--- src/rtl/cordic_pkg.sv ---
// Shared constants and types for the iterative CORDIC atan2/magnitude engine.
// Latency: n/a (package only).
// Backpressure: n/a (package only).
package cordic_pkg;

    localparam int DATA_W = 24;                 // Q2.22 inputs, Q3.21 outputs
    localparam int INT_W  = 27;                 // Q5.22 internal x/y
    localparam int N_ITER = 22;
    localparam int CNT_W  = 5;

    // 1/K for 22 micro-rotations, unsigned Q0.18.
    localparam logic [17:0] K_INV = 18'h26DD4;

    // Q3.21 angle constants.
    localparam logic signed [DATA_W-1:0] PI      = 24'sh6487ED;
    localparam logic signed [DATA_W-1:0] HALF_PI = 24'sh3243F7;

    // round(atan(2^-i) * 2^21), Q3.21.
    localparam logic signed [DATA_W-1:0] ATAN [0:N_ITER-1] = '{
        24'sh1921FB, 24'sh0ED634, 24'sh07D6DD, 24'sh03FAB7,
        24'sh01FF56, 24'sh00FFEB, 24'sh007FFD, 24'sh004000,
        24'sh002000, 24'sh001000, 24'sh000800, 24'sh000400,
        24'sh000200, 24'sh000100, 24'sh000080, 24'sh000040,
        24'sh000020, 24'sh000010, 24'sh000008, 24'sh000004,
        24'sh000002, 24'sh000001
    };

    typedef enum logic [2:0] {
        IDLE,
        PRE,
        ITER,
        SCALE,
        DONE
    } state_t;

endpackage

--- src/rtl/cordic_atan2.sv ---
// Vectoring-mode CORDIC: atan2(y,x) in Q3.21 radians and gain-corrected magnitude.
// Latency: 25 enabled cycles from accepted start to the one-cycle done pulse.
// Backpressure: none; start is ignored unless IDLE, clk_en low freezes everything.
module cordic_atan2
    import cordic_pkg::*;
(
    input  logic              clk,
    input  logic              reset,
    input  logic              clk_en,
    input  logic              start,
    input  logic [DATA_W-1:0] x_in,
    input  logic [DATA_W-1:0] y_in,
    output logic              done,
    output logic [DATA_W-1:0] angle,
    output logic [DATA_W-1:0] mag,
    output logic              busy
);

    // Product of Q5.22 and Q0.18 is Q5.40; drop 19 bits to reach Q.21.
    localparam int          MAG_SHIFT = 19;
    localparam logic [44:0] MAG_RND   = 45'd1 << (MAG_SHIFT - 1);
    localparam logic [CNT_W-1:0] LAST_ITER = CNT_W'(N_ITER - 1);

    state_t                   state;
    state_t                   state_nxt;
    logic [CNT_W-1:0]         iter_cnt;
    logic signed [INT_W-1:0]  x_r;
    logic signed [INT_W-1:0]  y_r;
    logic signed [DATA_W-1:0] z_r;
    logic signed [INT_W-1:0]  x_shift;
    logic signed [INT_W-1:0]  y_shift;
    logic [INT_W-1:0]         x_mag;
    logic [44:0]              prod;
    logic [DATA_W-1:0]        mag_nxt;

    // State register; clk_en low holds the FSM where it is.
    always_ff @(posedge clk or posedge reset) begin
        if (reset) begin
            state <= IDLE;
        end else if (clk_en) begin
            state <= state_nxt;
        end
    end

    // Next-state and status outputs decoded from the current state.
    always_comb begin
        state_nxt = state;
        done      = 1'b0;
        busy      = 1'b0;
        case (state)
            IDLE:  if (start) state_nxt = PRE;
            PRE: begin
                busy      = 1'b1;
                state_nxt = ITER;
            end
            ITER: begin
                busy = 1'b1;
                if (iter_cnt == LAST_ITER) state_nxt = SCALE;
            end
            SCALE: begin
                busy      = 1'b1;
                state_nxt = DONE;
            end
            DONE: begin
                done      = 1'b1;
                state_nxt = IDLE;
            end
            default: state_nxt = IDLE;
        endcase
    end

    // Shifted operands for the current micro-rotation and the scale multiply.
    always_comb begin
        x_shift = x_r >>> iter_cnt;
        y_shift = y_r >>> iter_cnt;
        // x is non-negative after the quadrant fold; clamp guards the unsigned multiply.
        x_mag   = x_r[INT_W-1] ? '0 : x_r;
        prod    = 45'(x_mag) * 45'(K_INV);
        mag_nxt = DATA_W'((prod + MAG_RND) >> MAG_SHIFT);
    end

    // Datapath: capture, quadrant fold, micro-rotations, then gain removal.
    always_ff @(posedge clk or posedge reset) begin
        if (reset) begin
            x_r      <= '0;
            y_r      <= '0;
            z_r      <= '0;
            iter_cnt <= '0;
            angle    <= '0;
            mag      <= '0;
        end else if (clk_en) begin
            case (state)
                IDLE: begin
                    if (start) begin
                        x_r      <= {{(INT_W-DATA_W){x_in[DATA_W-1]}}, x_in};
                        y_r      <= {{(INT_W-DATA_W){y_in[DATA_W-1]}}, y_in};
                        z_r      <= '0;
                        iter_cnt <= '0;
                    end
                end
                PRE: begin
                    // Fold left half-plane into the right so the iterations converge.
                    // y == 0 with x < 0 takes the +pi/2 branch, giving +pi rather than -pi.
                    if (x_r[INT_W-1] && !y_r[INT_W-1]) begin
                        x_r <= y_r;
                        y_r <= -x_r;
                        z_r <= HALF_PI;
                    end else if (x_r[INT_W-1]) begin
                        x_r <= -y_r;
                        y_r <= x_r;
                        z_r <= -HALF_PI;
                    end else begin
                        z_r <= '0;
                    end
                end
                ITER: begin
                    if (!y_r[INT_W-1]) begin
                        x_r <= x_r + y_shift;
                        y_r <= y_r - x_shift;
                        z_r <= z_r + ATAN[iter_cnt];
                    end else begin
                        x_r <= x_r - y_shift;
                        y_r <= y_r + x_shift;
                        z_r <= z_r - ATAN[iter_cnt];
                    end
                    iter_cnt <= (iter_cnt == LAST_ITER) ? '0 : iter_cnt + CNT_W'(1);
                end
                SCALE: begin
                    // A zero vector never moves, but z would still sum the table.
                    angle <= (x_r == '0 && y_r == '0) ? '0 : z_r;
                    mag   <= mag_nxt;
                end
                default: ;
            endcase
        end
    end

endmodule

--- config.mk ---
export PLATFORM = sky130hd
export DESIGN_NAME = cordic_atan2
export DESIGN_NICKNAME = d
export VERILOG_FILES = /design/src/rtl/cordic_pkg.sv /design/src/rtl/cordic_atan2.sv
export SDC_FILE = /design/constraint.sdc
export NUM_CORES = 1
export LEC_CHECK = 0
export BUFFER_PORTS_ARGS = -buffer_cell sky130_fd_sc_hd__buf_2
export CELL_PAD_IN_SITES_DETAIL_PLACEMENT = 0
export CELL_PAD_IN_SITES_GLOBAL_PLACEMENT = 1
export CORE_MARGIN = 3
export CORE_UTILIZATION = 50
export DETAILED_ROUTE_END_ITERATION = 10
export PLACE_DENSITY_LB_ADDON = 0.3
export SYNTH_ARGS = -nofsm -noshare
export SYNTH_HDL_FRONTEND = slang
export SYNTH_SLANG_ARGS = --single-unit
--- constraint.sdc ---
create_clock -name clk -period 10.9 [get_ports clk]
set_input_delay 2.18 -clock clk [delete_from_list [all_inputs] [get_ports clk]]
set_output_delay 2.18 -clock clk [all_outputs]
set_load 0.01 [all_outputs]
Word level (Yosys, flattened, before mapping)
Memory sizes are Yosys's and may differ from the RTL's.
Cells that the tools add are included.
- bits in registers: 134
- ROM bits: 768
- input port bits: 52
- output and inout port bits: 50
- word-level logic and storage cells: 73
- memories: 1
- memories (name ; depth ; bits a word ; read ports ; clocked after memory_dff ; write ports ; line ; text):
    (no name shown) ; 32 ; 24 ; 1 ; 0 ; 0 ; cordic_atan2.sv:124 ; z_r <= z_r - ATAN[iter_cnt];
- $add $sub $neg: 10
- multiply operators: 1
- order comparisons: 1
- equal/unequal tests: 8
- shift operators: 2
- multiplexer cells: 27
- bitwise logic cells: 1
- reduce and logical (&&, ||, !) cells: 14
- operator list (cell ; number):
    two-way mux 27 bit ; 8
    two-way mux 24 bit ; 7
    case mux 27 bit (3 select lines) ; 2
    case mux 24 bit (3 select lines) ; 1
    adder 27 bit ; 2
    zero test 27 bit ; 2
    negator 27 bit ; 2
    >>> shifter 27 x 5 -> 27 bit ; 2
    subtractor 27 bit ; 2
    adder 43 x 19 -> 43 bit, second input constant ; 1
    multiplier 26 x 16 -> 41 bit, second input constant ; 1
    two-way mux 26 bit ; 1
    adder 24 bit ; 1
    subtractor 24 bit ; 1
    case mux 3 bit (4 select lines) ; 1
    two-way mux 5 bit ; 2
    case mux 5 bit (2 select lines) ; 1
    AND reduction 3 bit ; 3
    == test 3 x 2 -> 1 bit, second input constant ; 2
    >= comparator 6 bit, second input constant ; 1
    two-way mux 3 bit ; 2
    inverter 5 -> 6 bit ; 1
    adder 5 x 1 -> 5 bit, second input constant ; 1
    == test 5 bit, second input constant ; 1
    13 further kinds ; 16

Depth between registers and ports, before layout
- depth in word-level cells: 7
- gate-level depth with buffers: 34
- depth with buffers taken out: 29

Worst setup path after synthesis
No wires, ideal clock.
- path kind: reg-to-reg
- start point: register x_r[26]
- end point: register mag[23]
- library setup time: 133 ps
- data arrival time: 8173 ps
- data required time: 10767 ps
- slack: 2594 ps
- stages on the path, launching flop included: 33
- buffers on the path: 5
- period minus slack after synthesis: 8306 ps
- cells stage by stage: dfrtp_1 clkbuf_1 clkbuf_1 inv_1 clkbuf_1 buf_1 clkbuf_1 nand2_1 inv_1 fa_1 inv_1 fa_1 inv_1 fa_1 fa_1 fa_1 inv_1 fa_1 inv_1 ha_1 a211oi_1 o221ai_1 a221o_1 a22o_1 o31a_1 o21ai_0 a21boi_0 a211oi_1 nand4_1 o31a_1 a211oi_1 xnor2_1 o21ai_0
- word-level cells in the longest chain between the ends: 3
- ends and longest elaborated chain (what ; line ; text):
    start, declared ; cordic_atan2.sv:27 ; logic signed [INT_W-1:0] x_r;
    start signal, assigned ; cordic_atan2.sv:95 ; x_r <= {{(INT_W-DATA_W){x_in[DATA_W-1]}}, x_in};
    start signal, assigned ; cordic_atan2.sv:105 ; x_r <= y_r;
    start signal, assigned ; cordic_atan2.sv:109 ; x_r <= -y_r;
    two-way mux 26 bit ; cordic_atan2.sv:77 ; x_mag = x_r[INT_W-1] ? '0 : x_r;
    multiplier 26 x 16 -> 41 bit ; cordic_atan2.sv:78 ; prod = 45'(x_mag) * 45'(K_INV);
    adder 43 x 19 -> 43 bit ; cordic_atan2.sv:79 ; mag_nxt = DATA_W'((prod + MAG_RND) >> MAG_SHIFT);
    end signal, assigned ; cordic_atan2.sv:131 ; mag <= mag_nxt;
    end, declared ; cordic_atan2.sv:15 ; output logic [DATA_W-1:0] mag,
No other way between the ends.
A chain may end at the register's enable or synchronous reset.

Worst setup path after layout
Same ends and word-level chain as after synthesis.

==> impl_metrics.json <==
{
  "wl_per_cell_um": 22.0,
  "timing.rr.start": "x_r[26]",
  "ant_nets": 0,
  "whs_ps": 481,
  "synthTopCellsByArea": "dfrtp_1 (14%), fa_1 (13%), ha_1 (13%)",
  "clock_latency_ps": 460,
  "die_h_um": 224,
  "ys_seq_area_frac": 0.141,
  "syn_area_per_cell_sq_um": 8.35,
  "startpoint_type": "register",
  "slew-limit-headroom": 0.276,
  "synth-edff-count": 0,
  "viasPerCell": 6.23,
  "initial_core_util": 0.509,
  "cts_tree": "yes",
  "worstPathArrival_ps": 9330,
  "drcViolationCount": 0,
  "synth-async-reset-ratio": 1.00,
  "endpoint": "mag[23]",
  "fmax_ghz": 0.111,
  "path_class": "reg -> reg",
  "h-tree-depth": 4,
  "syn_area_sq_um": 23800,
  "antenna_found_initial": 2,
  "rrSetupSlack_ps": 1880,
  "synth_xor_area_frac": 0.0835,
  "postCtsSetupRepairBufs": 0,
  "synthTopCellsByCount": "inv_1 (311), nor2_1 (281), ha_1 (239), nand2_1 (227), a21oi_1 (221)",
  "setup_violations": 0,
  "io_buffers": 101,
  "hpwl_um": 59200,
  "tightestPinTransition_ps": 1080,
  "crit_path_start": "x_r[26]",
  "drt-pass1-iter-count": 8,
  "grt-ovfl-total": 0,
  "cts_root_buf": "clkbuf_16",
  "grt_pass1_vias": 21400,
  "synthAdderAreaFrac": 0.260,
  "grt_start_max_net_pins": 74,
  "grt_pass1_wl_um": 120000,
  "ys_ff_latch": 134,
  "rsz0062_at_grt": "false",
  "drv_slew": 0,
  "finalClockSkew_ps": 15.6,
  "yosysMostFrequentCell": "inv_1",
  "synth_mux_area_frac": 0.0875,
  "end_kind": "register",
  "syn_to_final_growth_pct": 6.18,
  "hold_viol": 0,
  "synth_compound_area_frac": 0.194,
  "yosys_warnings": 0,
  "holdBufCountCts": 0,
  "synthSimpleGateAreaFrac": 0.152,
  "utilization": 0.541,
  "r2r_cells": 27,
  "syn_inst": 2852,
  "synth_top_cell_area_share": 0.141,
  "timing.rr.end": "mag[23]",
  "ctsResizeCount": 0,
  "dieArea_sq_um": 50300,
  "nNetsFinal": 3307,
  "die_w_um": 224,
  "drv_cap": 0,
  "hold_class": "reg -> reg",
  "hold_depth": 2,
  "synth_largest_area_cell": "dfrtp_1",
  "clk_transition_reported_paths_ps": 70,
  "cts_made_buffers": 17,
  "syn-num-nets": 3301,
  "required_ps": 11210,
  "vias": 21700,
  "grt_util_all_layers": 0.303,
  "fin_crit_sh": 0.827,
  "synth_top_family_by_area": "adder cells",
  "core_area_sq_um": 46800,
  "finalCriticalPeriod_ps": 9020,
  "cts_sinks": 134,
  "synth_flop_cell": "dfrtp_1",
  "tns_ps": 0,
  "cts.path.max_buffers": 2,
  "drive_above_1_share": 0.105,
  "synth_cell_types": 88,
  "drt_iter0_drc": 1752,
  "rows": 79,
  "ios": 102,
  "wl_um": 76700,
  "crit_fanout": 34,
  "gp_congestion": 0.970,
  "status": "finished, final reports clean"
}
==> registers in the layout, indices dropped and copies added, names as in the netlist <==
| name | flops |
|---|---|
| angle | 24 |
| iter_cnt | 5 |
| mag | 24 |
| state | 3 |
| x_r | 27 |
| y_r | 27 |
| z_r | 24 |
==> logic make-up (layout without fill, tap and decap cells) <==
| group | Yosys count | after routing |
|---|---|---|
| mux | 126 | 126 |
| fa+ha+maj | 400 | 400 |
| compound gates | 712 | 712 |
| simple gates | 780 | 780 |
| flops | 134 | 134 |
| buf+inv | 473 | 492 |
| other cells | 0 | 1 |
| xor+xnor | 227 | 227 |
==> through the flow <==
step           worst slack, ps  cell area [sq um]  instances
6_report                  1880              25300       3479
5_1_grt                   1400              25300       3478
4_1_cts                   1860              25300       3478
3_5_place_dp              1880              24700       3446
3_3_place_gp              2150              24700       3446
2_1_floorplan             2590              23800       2852
==> area by class of cell <==
type / instances / area (sq um)
Fill cell: 4410 / 21500
Multi-Input combinational cell: 2245 / 18500
Sequential cell: 134 / 3360
Inverter: 313 / 1180
Timing Repair Buffer: 147 / 851
Tap cell: 607 / 759
Clock buffer: 18 / 439
Clock inverter: 14 / 153
Antenna cell: 1 / 2.50
==> worst min path at each step <==
stage	from	endpoint	slack, ps
floorplan	z_r[0]	angle[0]	470
global placement	mag[17]	mag[17]	460
detailed placement	mag[6]	mag[6]	470
CTS	mag[17]	mag[17]	480
global route	mag[15]	mag[15]	510
finish	mag[23]	mag[23]	480
==> worst max-delay path, cell delays in order, from the launching register on <==
cell	delay, ps
dfrtp_2	790
inv_1	520
nand2_1	370
inv_1	220
fa_1	570
inv_1	60
fa_1	500
inv_1	50
fa_1	510
fa_1	440
fa_1	550
inv_1	50
fa_1	530
inv_1	40
ha_1	360
a211oi_1	280
o221ai_1	180
a221o_1	380
a22o_1	250
o31a_1	310
o21ai_0	260
a21boi_0	200
a211oi_1	270
nand4_1	280
o31a_1	380
a211oi_1	270
xnor2_1	160
o21ai_0	80
==> layout by cell type (no fill, tap or decap), types with 14 or more instances in the layout <==
master       n
fa_1       158
a21o_1      32
nor2_1     279
nand2_1    227
and2_1      23
buf_2      101
and3_1      20
a211oi_1    16
mux4_2      46
o21a_1      27
o22ai_1     16
nor2b_1     28
xnor2_1    150
or3_1       14
a22o_1      30
nand2b_1    23
nor3_1      54
inv_1      310
buf_4       46
mux2i_1     38
a222oi_1    16
a21oi_1    221
dfrtp_1    128
mux2_2      29
o31ai_1     20
a31oi_1     33
o211ai_1    17
nand3_1     32
xor2_1      77
ha_1       239
clkbuf_16   17
a221oi_1    28
o21ai_0    136
==> metal layers <==
| metal | share of wire | global-route usage | vias up |
|---|---|---|---|
| met5 | 0.00038 | 0 | - |
| met4 | 0.039 | 0.120 | 4 |
| met3 | 0.069 | 0.0420 | 186 |
| met2 | 0.47 | 0.504 | 824 |
| met1 | 0.42 | 0.401 | 10600 |
| li1 | - | - | 10000 |
Power is left out: the tool's default activity adds up to more than one toggle a clock period on the data nets, which glitch-free logic cannot reach.
